File: config.mk
export PLATFORM = sky130hd
export DESIGN_NAME = bcd_calc_ctrl
export DESIGN_NICKNAME = d
export VERILOG_FILES = /design/src/rtl/bcd_calc_pkg.sv /design/src/rtl/bcd_key_decode.sv /design/src/rtl/bcd_calc_ctrl.sv
export SDC_FILE = /design/constraint.sdc
export NUM_CORES = 1
export LEC_CHECK = 0
export BUFFER_PORTS_ARGS = -buffer_cell sky130_fd_sc_hd__buf_2
export CORE_MARGIN = 8
export CORE_UTILIZATION = 49
export DETAILED_ROUTE_END_ITERATION = 10
export PLACE_DENSITY = 0.76
export SYNTH_ARGS = -nofsm -noshare
export SYNTH_HDL_FRONTEND = slang
export SYNTH_HIERARCHICAL = 1
export SYNTH_SLANG_ARGS = --single-unit
File: constraint.sdc
create_clock -name clk -period 1.82 [get_ports clk]
set_input_delay 0.091 -clock clk [delete_from_list [all_inputs] [get_ports clk]]
set_output_delay 0.091 -clock clk [all_outputs]
set_load 0.05 [all_outputs]
File: src/rtl/bcd_calc_pkg.sv
// Shared definitions for the BCD calculator controller: key codes and the
// entry FSM state type.
package bcd_calc_pkg;

    localparam logic [3:0] KEY_PLUS  = 4'd10;
    localparam logic [3:0] KEY_MINUS = 4'd11;
    localparam logic [3:0] KEY_EQ    = 4'd12;
    localparam logic [3:0] KEY_CLR   = 4'd13;

    typedef enum logic [1:0] {
        ENT_A = 2'd0,
        ENT_B = 2'd1,
        SHOW  = 2'd2
    } state_t;

endpackage

File: src/rtl/bcd_key_decode.sv
// Combinational key classifier. Every flag is qualified by key_valid_i, so
// all flags are low when no key is being presented.
//   key_i        : 4-bit key code
//   key_valid_i  : key strobe
//   is_digit_o   : code 0..9
//   is_op_o      : PLUS or MINUS
//   op_is_sub_o  : the operator key is MINUS
//   is_eq_o      : EQ
//   is_clr_o     : CLR
//   is_bad_o     : unassigned codes 14..15
module bcd_key_decode
    import bcd_calc_pkg::*;
(
    input  logic [3:0] key_i,
    input  logic       key_valid_i,
    output logic       is_digit_o,
    output logic       is_op_o,
    output logic       op_is_sub_o,
    output logic       is_eq_o,
    output logic       is_clr_o,
    output logic       is_bad_o
);

    always_comb begin
        is_digit_o  = key_valid_i && (key_i <= 4'd9);
        is_op_o     = key_valid_i && ((key_i == KEY_PLUS) || (key_i == KEY_MINUS));
        op_is_sub_o = key_valid_i && (key_i == KEY_MINUS);
        is_eq_o     = key_valid_i && (key_i == KEY_EQ);
        is_clr_o    = key_valid_i && (key_i == KEY_CLR);
        is_bad_o    = key_valid_i && (key_i > KEY_CLR);
    end

endmodule

File: src/rtl/bcd_calc_ctrl.sv
// Key-entry controller for a 2-digit BCD calculator. Collects operands,
// drives an external combinational add/sub stage and commits its result.
//   clk, rst   : clock, asynchronous active-high reset
//   key        : key code, sampled when key_valid is high
//   key_valid  : single-cycle key strobe
//   op_res     : BCD result returned by the external add/sub stage
//   op_a, op_b : registered BCD operands to the add/sub stage
//   op_sub     : registered operation select (1 = A-B)
//   disp       : registered display value (op_b in ENT_B, else op_a)
//   res_valid  : one-cycle pulse when a result is committed
//   key_err    : one-cycle pulse when a key is rejected
module bcd_calc_ctrl
    import bcd_calc_pkg::*;
(
    input  logic       clk,
    input  logic       rst,
    input  logic [3:0] key,
    input  logic       key_valid,
    input  logic [7:0] op_res,
    output logic [7:0] op_a,
    output logic [7:0] op_b,
    output logic       op_sub,
    output logic [7:0] disp,
    output logic       res_valid,
    output logic       key_err
);

    logic is_digit, is_op, op_is_sub, is_eq, is_clr, is_bad;

    bcd_key_decode u_dec (
        .key_i       (key),
        .key_valid_i (key_valid),
        .is_digit_o  (is_digit),
        .is_op_o     (is_op),
        .op_is_sub_o (op_is_sub),
        .is_eq_o     (is_eq),
        .is_clr_o    (is_clr),
        .is_bad_o    (is_bad)
    );

    state_t     state_q, state_d;
    logic [7:0] op_a_q, op_a_d;
    logic [7:0] op_b_q, op_b_d;
    logic       op_sub_q, op_sub_d;
    logic [7:0] disp_q, disp_d;
    logic       res_valid_q, res_valid_d;
    logic       key_err_q, key_err_d;

    always_ff @(posedge clk or posedge rst) begin
        if (rst) begin
            state_q     <= ENT_A;
            op_a_q      <= '0;
            op_b_q      <= '0;
            op_sub_q    <= 1'b0;
            disp_q      <= '0;
            res_valid_q <= 1'b0;
            key_err_q   <= 1'b0;
        end else begin
            state_q     <= state_d;
            op_a_q      <= op_a_d;
            op_b_q      <= op_b_d;
            op_sub_q    <= op_sub_d;
            disp_q      <= disp_d;
            res_valid_q <= res_valid_d;
            key_err_q   <= key_err_d;
        end
    end

    always_comb begin
        state_d     = state_q;
        op_a_d      = op_a_q;
        op_b_d      = op_b_q;
        op_sub_d    = op_sub_q;
        res_valid_d = 1'b0;
        key_err_d   = 1'b0;

        if (is_clr) begin
            state_d  = ENT_A;
            op_a_d   = '0;
            op_b_d   = '0;
            op_sub_d = 1'b0;
        end else if (is_bad) begin
            key_err_d = 1'b1;
        end else begin
            unique case (state_q)
                ENT_A: begin
                    if (is_digit) begin
                        op_a_d = {op_a_q[3:0], key};
                    end else if (is_op) begin
                        op_sub_d = op_is_sub;
                        op_b_d   = '0;
                        state_d  = ENT_B;
                    end else if (is_eq) begin
                        key_err_d = 1'b1;
                    end
                end
                ENT_B: begin
                    if (is_digit) begin
                        op_b_d = {op_b_q[3:0], key};
                    end else if (is_op) begin
                        // Chaining: commit the pending result as the new A.
                        op_a_d      = op_res;
                        op_sub_d    = op_is_sub;
                        op_b_d      = '0;
                        res_valid_d = 1'b1;
                    end else if (is_eq) begin
                        op_a_d      = op_res;
                        res_valid_d = 1'b1;
                        state_d     = SHOW;
                    end
                end
                SHOW: begin
                    if (is_digit) begin
                        op_a_d  = {4'h0, key};
                        state_d = ENT_A;
                    end else if (is_op) begin
                        op_sub_d = op_is_sub;
                        op_b_d   = '0;
                        state_d  = ENT_B;
                    end else if (is_eq) begin
                        // Repeat last operation with the kept B and op.
                        op_a_d      = op_res;
                        res_valid_d = 1'b1;
                    end
                end
                default: begin
                    state_d = ENT_A;
                end
            endcase
        end

        // Display follows the operand that the next state is editing.
        disp_d = (state_d == ENT_B) ? op_b_d : op_a_d;
    end

    assign op_a      = op_a_q;
    assign op_b      = op_b_q;
    assign op_sub    = op_sub_q;
    assign disp      = disp_q;
    assign res_valid = res_valid_q;
    assign key_err   = key_err_q;

endmodule

==> impl_metrics.py, run 1 <==
metrics = {
    "status": {
        "run_status": "finished with violations",
        "failed_checks": "negative setup slack",
    },
    "sta": {
        "maxSlewHeadroom": 0.6415,
        "rsz0062_at_grt": "true",
        "finalSetupViolations": 8,
        "hold_ws_ns": 0.07320,
        "max_freq_ghz": 0.5134,
        "fin_crit_sh": 1.070,
        "fin_worst_skew_ns": 0.008211,
        "finalHoldViolations": 0,
        "worstMarginPinSlew_ns": 0.5354,
        "postLayoutSetupSlackWorst_ns": -0.1278,
        "finalMaxSlewViolations": 0,
        "fin_crit_ns": 1.948,
    },
    "critical_path": {
        "cp_slowest_stage_delay_ns": 0.41,
        "cp_data_arrival_time_ns": 2.11,
        "critPathKind": "register to register",
        "cpLargestDelayFamily": "compound AO/OA/AOI/OAI gates",
        "r2r_slack_ns": -0.13,
        "r2r-start": "state_q[0]",
        "path_buf_inv": 2,
        "cp_num_cells": 7,
        "end_kind": "register",
        "crit_chain": "inv_2 -> ha_4 -> buf_4 -> a211o_1 -> a41oi_1 -> o21ai_1 -> mux2_4",
        "critPathCapture": "disp[1]",
        "critPathLaunchType": "register",
        "required_ns": 1.98,
        "reg2reg_to": "disp[1]",
        "r2r_cells": 7,
        "crit_slowest_cell": "dfrtp_1",
        "path_max_fanout": 11,
        "startpoint": "state_q[0]",
    },
    "synth": {
        "ys_top_cells_by_count": "dfrtp_1 (29), inv_1 (16), nor2_1 (16), a21oi_1 (15), o21ai_0 (12)",
        "yosys_warnings": 6,
        "ys_ff_latch": 29,
        "synth_cell_type_count": 51,
        "synth_edf_count": 0,
        "syn_nets": 229,
        "avgSynthCellArea_um2": 9.098,
        "synth_area_leader_cell": "dfrtp_1",
        "synth_most_common_cell": "dfrtp_1",
        "ys_async_sr_fraction": 1.000,
        "synth_ff_type": "dfrtp_1",
        "syn_inst": 210,
        "synth_top_area_frac": 0.3798,
        "synth-seq-area-share": 0.3798,
        "synth.area.top_cells": "dfrtp_1 (38%), a21oi_1 (3.9%), o21ai_0 (3.1%)",
        "netlist_area_um2": 1911,
    },
    "global_route": {
        "antenna_found_initial": 0,
        "grt_max_degree": 30,
        "grt_usage": 0.2062,
        "grt_pass1_wl_um": 10130,
        "grt_overflow": 0,
        "grt_pass1_vias": 2034,
    },
    "finish": {
        "synthToLayoutAreaGrowth_pct": 43.29,
        "final_core_util": 0.7367,
        "fill_cells": 273,
        "n_antenna_cell": 0,
        "final_nets": 317,
        "drive_gt1_frac": 0.4799,
    },
    "floorplanning": {
        "die_area_um2": 6154,
        "chipHeight_um": 78.45,
        "fp.dieW_um": 78.45,
        "initial_core_util": 0.5141,
        "pin_count": 42,
        "rows": 22,
        "core_um2": 3716,
    },
    "clock_tree": {
        "cts.path.max_buffers": 2,
        "cts_tree": "yes",
        "clk_pin_slew_ns": 0.06,
        "cts_buffers": 5,
        "cts_num_sinks": 29,
        "cts_root_buf": "clkbuf_8",
        "htreeDepth": 2,
        "clock_latency_ns": 0.28,
    },
    "power_and_ir_drop": {
        "cellInternalPower_mw": 2.533,
        "powerDensity_nw_per_um2": 1821,
        "seq_power_share": 0.222,
        "p_sw_mw": 2.451,
        "p_leak_nw": 1.378,
        "vdd_drop_max_v": 0.001225,
        "combPwrFrac": 0.671,
        "power_frac_clock": 0.107,
        "p_sw_frac": 0.4917,
    },
    "route": {
        "firstDrtPassIters": 4,
        "postRouteAntennaNets": 0,
        "route.vias.total": 2009,
        "totalWireLength_um": 6217,
        "route.detailed.drc": 0,
        "wire_per_inst_um": 17.97,
        "drtIter0Drc": 133,
        "routed_via_density": 5.806,
    },
    "hold_path": {
        "hold_class": "input port to register",
        "whs_path_depth": 3,
    },
    "place": {
        "dpl_worst_slack_ns": -0.1952,
        "port-buffer-count": 41,
        "gp_congestion": 0.9101,
        "dpl.hpwl_um": 4805,
    },
    "flow_run": {
        "maxCapViolCount": 0,
    },
}
routing by layer:
layer  track usage  vias up  share of wire
li1              -      943              -
met1        0.2480      970           0.41
met2        0.3546       84           0.49
met3       0.05695       12          0.080
met4       0.05000        0          0.019
met5             0        -              0
registers in the layout, indices dropped and copies added (netlist names):
name and cells:
op_a 8, res_valid 1, op_b 8, key_err 1, disp 8, state_q 2
op_sub 1
logic make-up (layout without fill, tap and decap cells):
group / Yosys count / in the layout / share of synthesized area
DFF: 29 / 29 / 0.3798
muxes: 9 / 9 / 0.05239
adders and majority gates: 4 / 4 / 0.02620
and+or+nand+nor: 62 / 62 / 0.1847
AOI/OAI and AO/OA: 77 / 77 / 0.2888
buffers and inverters: 29 / 117 / 0.06810
placed cells by master (no fill, tap or decap), drive strengths merged, types with 3 or more instances in the layout:
master / count
nand2b: 6
a21oi: 15
clkbuf: 7
buf: 92
nor3: 3
mux2: 5
ha: 4
dfrtp: 29
a22oi: 3
and2: 4
a21o: 6
a211oi: 6
o21ba: 4
nor2: 16
a2bb2oi: 4
o21ai: 18
nor2b: 9
nand2: 11
o211ai: 5
a32oi: 5
inv: 17
mux2i: 4
a41oi: 4
or2: 3
repair_timing:
action,4_1_cts,5_1_grt
setup endpoints to repair,14,19
hold endpoints to repair,29,0
hold buffers,1,0
gates resized for setup,12,19
buffers inserted,1,2
gates cloned,0,0
pin swaps,4,12
power by group through the flow:
stage | registers, mW | clock network, mW | logic (mW)
global route | 1.14 | 0.559 | 3.56
floorplan | 1.92 | 0 | 1.16
global placement | 1.09 | 0 | 2.99
finish | 1.11 | 0.533 | 3.35
detailed placement | 1.10 | 0 | 3.03
CTS | 1.10 | 0.533 | 3.13
metrics by stage:
stage / power [mW] / std cells / TNS (ns) / instance area (um^2)
after floorplan: 3.074 / 210 / -0.4069 / 1928
after global placement: 4.078 / 335 / -0.9200 / 2484
after detailed placement: 4.129 / 335 / -1.476 / 2484
after CTS: 4.761 / 344 / -0.8654 / 2630
after global routing: 5.260 / 346 / -1.324 / 2738
final: 4.984 / 346 / -0.8470 / 2738
worst min-delay path, cell delays in order:
cell	delay (ns)
buf_2	0.10
nand2_1	0.05
o21ai_1	0.07
cell type report:
type                    instances  area [um^2]  area share
inverters                      17        63.81     0.02331
clock buffers                   7        86.33     0.03154
well taps                      48        60.06     0.02194
multi-input cells             152         1199      0.4378
repair buffers                 93        601.8      0.2198
flip-flops and latches         29        726.9      0.2655
how the worst min path moves through the flow:
| stage | from | end | slack [ns] |
|---|---|---|---|
| after floorplan | rst | disp[0] | 0.17 |
| after global placement | rst | op_a[5] | 0.17 |
| after global routing | op_res[1] | op_a[1] | 0.1 |
| final | op_res[3] | op_a[3] | 0.07 |
| after CTS | op_res[1] | op_a[1] | 0.08 |
| after detailed placement | rst | op_a[5] | 0.19 |
Power figures use the tool's default switching activity.
==> inputs of run 2 (changes only) <==
ABC_AREA = 1   (was default)
CORE_UTILIZATION = 59   (was 49)
PLACE_DENSITY = 0.85   (was 0.76)
TNS_END_PERCENT = 5   (was default)
clock period = 2.3 ns   (was 1.82 ns; I/O delays follow)
==> run 2 against run 1 <==
  * Clock skew is 0.0088 ns higher
  * Clock power shrank 1%
  * Sequential cell count unchanged
  * Cell count grew 17%
  * Sequential power down 22%
  * Critical endpoint is now disp[2]
  * The run now ends clean
  * Critical path type unchanged
  * Combinational power down 37%
  * Via count grew 6.5%
==> impl_metrics.py, run 2 <==
metrics = {
    "clock_tree": {
        "post_cts_buffers": 0,
        "cts_root_buf": "clkbuf_4",
        "cts_buffers": 5,
        "htreeDepth": 2,
        "cts.path.max_buffers": 2,
        "clk_pin_slew_ns": 0.11,
        "cts_tree": "yes",
        "cts_num_sinks": 29,
        "clock_latency_ns": 0.34,
    },
    "sta": {
        "worstMarginPinSlew_ns": 0.5810,
        "fin_crit_sh": 0.8006,
        "fin_worst_skew_ns": 0.01704,
        "rsz0062_at_grt": "false",
        "finalMaxSlewViolations": 0,
        "postLayoutSetupSlackWorst_ns": 0.4586,
        "finalHoldViolations": 0,
        "finalSetupViolations": 0,
        "fin_crit_ns": 1.841,
        "fin_tns_setup_ns": 0,
        "max_freq_ghz": 0.5431,
        "maxSlewHeadroom": 0.6097,
        "hold_ws_ns": 0.1353,
    },
    "critical_path": {
        "startpoint": "state_q[1]",
        "end_kind": "register",
        "path_max_fanout": 8,
        "r2r_slack_ns": 0.46,
        "cp_data_arrival_time_ns": 2.07,
        "r2r_cells": 11,
        "r2r-start": "state_q[1]",
        "critPathLaunchType": "register",
        "reg2reg_to": "disp[2]",
        "critPathKind": "register to register",
        "critPathCapture": "disp[2]",
        "required_ns": 2.53,
    },
    "floorplanning": {
        "pin_count": 42,
        "initial_core_util": 0.6157,
        "die_area_um2": 5661,
        "rows": 21,
        "core_um2": 3363,
        "chipHeight_um": 75.24,
        "fp.dieW_um": 75.24,
    },
    "synth": {
        "ys_ff_latch": 29,
        "syn_inst": 312,
        "yosys_warnings": 6,
        "ys_async_sr_fraction": 1.000,
        "syn_nets": 331,
        "ys_top_cells_by_count": "nand2_1 (98), inv_1 (42), nand3_1 (34), dfrtp_1 (29), nor2_1 (24)",
        "synth_area_leader_cell": "dfrtp_1",
        "synth_edf_count": 0,
        "netlist_area_um2": 2071,
        "synth_top_area_frac": 0.3505,
        "synth.area.top_cells": "dfrtp_1 (35%), nand2_1 (18%), nand3_1 (8.2%)",
        "avgSynthCellArea_um2": 6.637,
        "synth-seq-area-share": 0.3505,
        "synth_most_common_cell": "nand2_1",
        "synth_cell_type_count": 27,
        "synth_ff_type": "dfrtp_1",
    },
    "global_route": {
        "grt_pass1_vias": 2161,
        "grt_max_degree": 30,
        "grt_pass1_wl_um": 9563,
        "antenna_found_initial": 0,
        "grt_overflow": 0,
        "grt_usage": 0.2197,
    },
    "power_and_ir_drop": {
        "p_leak_nw": 1.407,
        "powerDensity_nw_per_um2": 1427,
        "vdd_drop_max_v": 0.0008920,
        "p_total_mw": 3.490,
    },
    "finish": {
        "final_nets": 378,
        "instances_no_fill": 406,
        "layout_common_cells": "nand2_1 (98), inv_1 (42), buf_2 (41)",
        "synthToLayoutAreaGrowth_pct": 18.07,
        "drive_gt1_frac": 0.2444,
        "final_common_cell": "nand2_1",
        "final_cell_area_um2": 2445,
        "final_core_util": 0.7269,
        "n_antenna_cell": 0,
    },
    "route": {
        "wire_per_inst_um": 13.85,
        "route.detailed.drc": 0,
        "postRouteAntennaNets": 0,
        "totalWireLength_um": 5622,
        "routed_via_density": 5.268,
        "firstDrtPassIters": 4,
        "drtIter0Drc": 192,
        "route.vias.total": 2139,
    },
    "place": {
        "placed_area_um2": 2332,
        "dpl.hpwl_um": 4301,
        "gp_congestion": 0.9499,
        "dpl_worst_slack_ns": 0.4583,
        "dpl.cell_count": 397,
        "port-buffer-count": 41,
    },
    "hold_path": {
        "worstHoldStart": "op_res[3]",
        "hold_class": "input port to register",
    },
    "status": {
        "run_status": "finished, final reports clean",
    },
    "flow_run": {
        "maxCapViolCount": 0,
    },
}
==> run 2: cell count changes after synthesis, moves of 7 or more <==
cell     before  now
nand2_1      11   98
nand3_1       1   34
inv_1        16   42
nand2_2       0   10
nor2_1       16   24
nor2b_1       8    0
inv_2         1    8
==> run 2: metal layers <==
layer  wire (um)  vias up  track usage
met5           0        -            0
met4          96        0       0.1002
met3         511        9      0.04794
met2        2532       94       0.3445
met1        2482      969       0.2806
li1            -     1067            -
==> run 2: cell families after synthesis <==
kind of cell               after synthesis  share of synthesized area
AOI/OAI and AO/OA                       38                     0.1118
and+or+nand+nor                        181                     0.3958
adders and majority gates                4                    0.02417
DFF                                     29                     0.3505
buffers and inverters                   60                     0.1178
==> run 2: how the worst min path moves through the flow <==
stage,to,slack [ns],cells after the start
final,op_a[3],0.14,5
after global placement,op_b[4],0.19,3
after detailed placement,op_b[4],0.20,3
after global routing,op_a[0],0.16,5
after CTS,op_a[2],0.13,5
after floorplan,disp[0],0.19,1
==> run 2: report_power, final <==
group	internal (mW)	leakage, nW	switching, mW	total (mW)
Clock	0.336	0.0552	0.191	0.527
Combinational	0.554	0.985	1.54	2.10
Sequential	0.718	0.367	0.147	0.865
Total	1.61	1.41	1.88	3.49
==> run 2: final cells by class <==
class | count | area, um^2
clock inverters | 3 | 65.06
multi-input cells | 223 | 1101
repair buffers | 48 | 260.3
well taps | 46 | 57.56
fillers | 321 | 918.4
flip-flops and latches | 29 | 725.7
inverters | 52 | 197.7
clock buffers | 5 | 37.54
==> run 2: critical path: stages, from the launching register on <==
cell and delay, ns:
dfrtp_1 0.45, inv_1 0.12, ha_1 0.30, inv_2 0.08, nand2_2 0.13, nand3_2 0.09
nand2_2 0.07, nand2_2 0.07, a21oi_4 0.15, nand2_4 0.11, nand2_1 0.09, nand2_1 0.05
==> run 2: what timing repair did <==
item / 4_1_cts / 5_1_grt
resized for setup: 0 / 0
endpoints found under the hold margin: 29 / 0
hold buffers: 1 / 0
==> inputs of run 3 (changes only) <==
CORE_UTILIZATION = 50   (was 59)
PLACE_DENSITY = 0.77   (was 0.85)
clock period = 1.53 ns   (was 2.3 ns; I/O delays follow)
==> run 3 against run 2 <==
  * The flow now finishes with violations (negative setup slack)
  * Register-to-register slack worse by 0.53 ns
  * Clock-buffer cell count is the same
  * Critical path depth rose by 1
  * Sequential share of layout area down 4.1 points
  * Combinational power increased by 76%
  * Largest cell class unchanged
  * Non-clock buffer count is 29 higher
  * Wire length up 20%
  * Global-route usage is 0.36 points lower
  * Sequential cell count stayed put
  * Power rose by 71%
  * Worst setup slack lost 0.53 ns
==> impl_metrics.py, run 3 (synthesized netlist as in run 2, its figures left out) <==
metrics = {
    "critical_path": {
        "critPathLaunchType": "register",
        "r2r-start": "state_q[0]",
        "crit_chain": "inv_4 -> ha_4 -> nand2_4 -> nand2_2 -> nand3_1 -> nand2_1 -> nand2_2 -> nand2_4 -> inv_4 -> nand2_4 -> nand2_1 -> nand2_1",
        "end_kind": "register",
        "cp_slowest_stage_delay_ns": 0.47,
        "r2r_cells": 12,
        "cpLargestDelayFamily": "simple AND/OR/NAND/NOR gates",
        "reg2reg_to": "disp[4]",
        "path_max_fanout": 8,
        "crit_slowest_cell": "dfrtp_2",
        "critPathKind": "register to register",
        "cp_num_cells": 12,
        "cp_data_arrival_time_ns": 1.83,
        "r2r_slack_ns": -0.08,
        "path_buf_inv": 2,
        "required_ns": 1.75,
    },
    "sta": {
        "finalMaxSlewViolations": 0,
        "fin_crit_ns": 1.606,
        "worstMarginPinSlew_ns": 0.3649,
        "finalSetupViolations": 10,
        "postLayoutSetupSlackWorst_ns": -0.07589,
        "maxSlewHeadroom": 0.7567,
        "fin_crit_sh": 1.050,
        "rsz0062_at_grt": "true",
        "max_freq_ghz": 0.6227,
        "fin_worst_skew_ns": 0.008775,
        "fin_tns_setup_ns": -0.5606,
        "finalHoldViolations": 0,
    },
    "power_and_ir_drop": {
        "vdd_drop_max_v": 0.001331,
        "p_leak_nw": 1.570,
        "powerDensity_nw_per_um2": 2104,
    },
    "finish": {
        "final_nets": 407,
        "instances_no_fill": 439,
        "n_antenna_cell": 0,
        "layout_common_cells": "nand2_1 (89), buf_2 (41), inv_1 (39)",
        "drive_gt1_frac": 0.3625,
        "synthToLayoutAreaGrowth_pct": 37.34,
        "final_cell_area_um2": 2844,
        "final_common_cell": "nand2_1",
    },
    "status": {
        "run_status": "finished with violations",
        "failed_checks": "negative setup slack",
    },
    "route": {
        "totalWireLength_um": 6732,
        "wire_per_inst_um": 15.33,
        "route.detailed.drc": 0,
        "postRouteAntennaNets": 0,
        "firstDrtPassIters": 4,
        "drtIter0Drc": 229,
        "route.vias.total": 2362,
        "routed_via_density": 5.380,
    },
    "hold_path": {
        "hold_class": "input port to register",
        "worstHoldStart": "op_res[0]",
        "whs_path_depth": 5,
        "hold_end": "op_a[0]",
    },
    "global_route": {
        "grt_pass1_wl_um": 11090,
        "grt_pass1_vias": 2350,
        "grt_usage": 0.2161,
        "grt_max_degree": 30,
        "antenna_found_initial": 0,
        "grt_overflow": 0,
    },
    "clock_tree": {
        "cts_root_buf": "clkbuf_8",
        "cts_buffers": 5,
        "cts.path.max_buffers": 2,
        "clock_latency_ns": 0.29,
        "cts_tree": "yes",
        "clk_pin_slew_ns": 0.07,
        "cts_num_sinks": 29,
        "htreeDepth": 2,
    },
    "floorplanning": {
        "die_area_um2": 6457,
        "core_um2": 4000,
        "pin_count": 42,
        "initial_core_util": 0.5177,
        "chipHeight_um": 80.36,
        "fp.dieW_um": 80.36,
        "rows": 23,
    },
    "flow_run": {
        "maxCapViolCount": 0,
    },
    "place": {
        "dpl.cell_count": 424,
        "gp_congestion": 0.9651,
        "port-buffer-count": 41,
        "placed_area_um2": 2510,
        "dpl.hpwl_um": 4680,
    },
}
[run 3: cell types whose count changed in the layout (fill, tap and decap cells not counted), sizes merged]
cell,before,now
inv,51,52
clkinv,2,1
buf,47,76
[run 3: what timing repair did]
item / 4_1_cts / 5_1_grt
hold endpoints to repair: 29 / 0
gates resized for setup: 29 / 14
hold buffers: 1 / 0
endpoints found under the setup margin: 12 / 15
buffers inserted: 6 / 0
pin swaps: 7 / 5
[run 3: worst max path at each step]
stage	start	endpoint	slack (ns)
6_report	state_q[0]	disp[4]	-0.08
5_1_grt	state_q[0]	disp[2]	-0.16
4_1_cts	state_q[0]	disp[1]	-0.05
3_5_place_dp	state_q[1]	disp[1]	-0.12
3_3_place_gp	state_q[1]	disp[3]	-0.1
2_1_floorplan	state_q[1]	disp[0]	0.004
[run 3: area by class of cell]
type / count / area [um^2]
fill: 322 / 1156
inverter: 52 / 212.7
clock buffer: 5 / 68.82
timing repair buffer: 77 / 485.5
tap: 50 / 62.56
sequential: 29 / 728.2
multi-input combinational: 223 / 1221
clock inverter: 3 / 65.06
[run 3: layer usage]
metal / up-vias / track usage / wire length [um]
li1: 1119 / - / -
met1: 1114 / 0.2622 / 2693
met2: 109 / 0.3561 / 3287
met3: 20 / 0.04688 / 564
met4: 0 / 0.09636 / 187
met5: - / 0 / 0
[run 3: worst reg2reg max path: stages, from the launching register on]
cell,delay (ns)
dfrtp_2,0.47
inv_4,0.11
ha_4,0.17
nand2_4,0.06
nand2_2,0.07
nand3_1,0.08
nand2_1,0.10
nand2_2,0.07
nand2_4,0.10
inv_4,0.05
nand2_4,0.12
nand2_1,0.07
nand2_1,0.06
[run 3: power by group]
part,leakage (nW),internal (mW),switching [mW]
registers,0.363,1.09,0.256
clock network,0.0681,0.646,0.308
logic,1.14,1.14,2.54
total,1.57,2.88,3.11
[run 3: stage by stage]
stage / setup WS [ns] / util / hold slack (ns) / power, mW
6_report: -0.07589 / 0.7110 / 0.1396 / 5.984
2_1_floorplan: 0.004100 / - / 0.1546 / 3.717
4_1_cts: -0.04838 / 0.7003 / 0.1211 / 5.853
5_1_grt: -0.1568 / 0.7110 / 0.1839 / 6.347
3_3_place_gp: -0.09805 / 0.6275 / 0.1571 / 4.598
3_5_place_dp: -0.1229 / 0.6275 / 0.1710 / 4.657
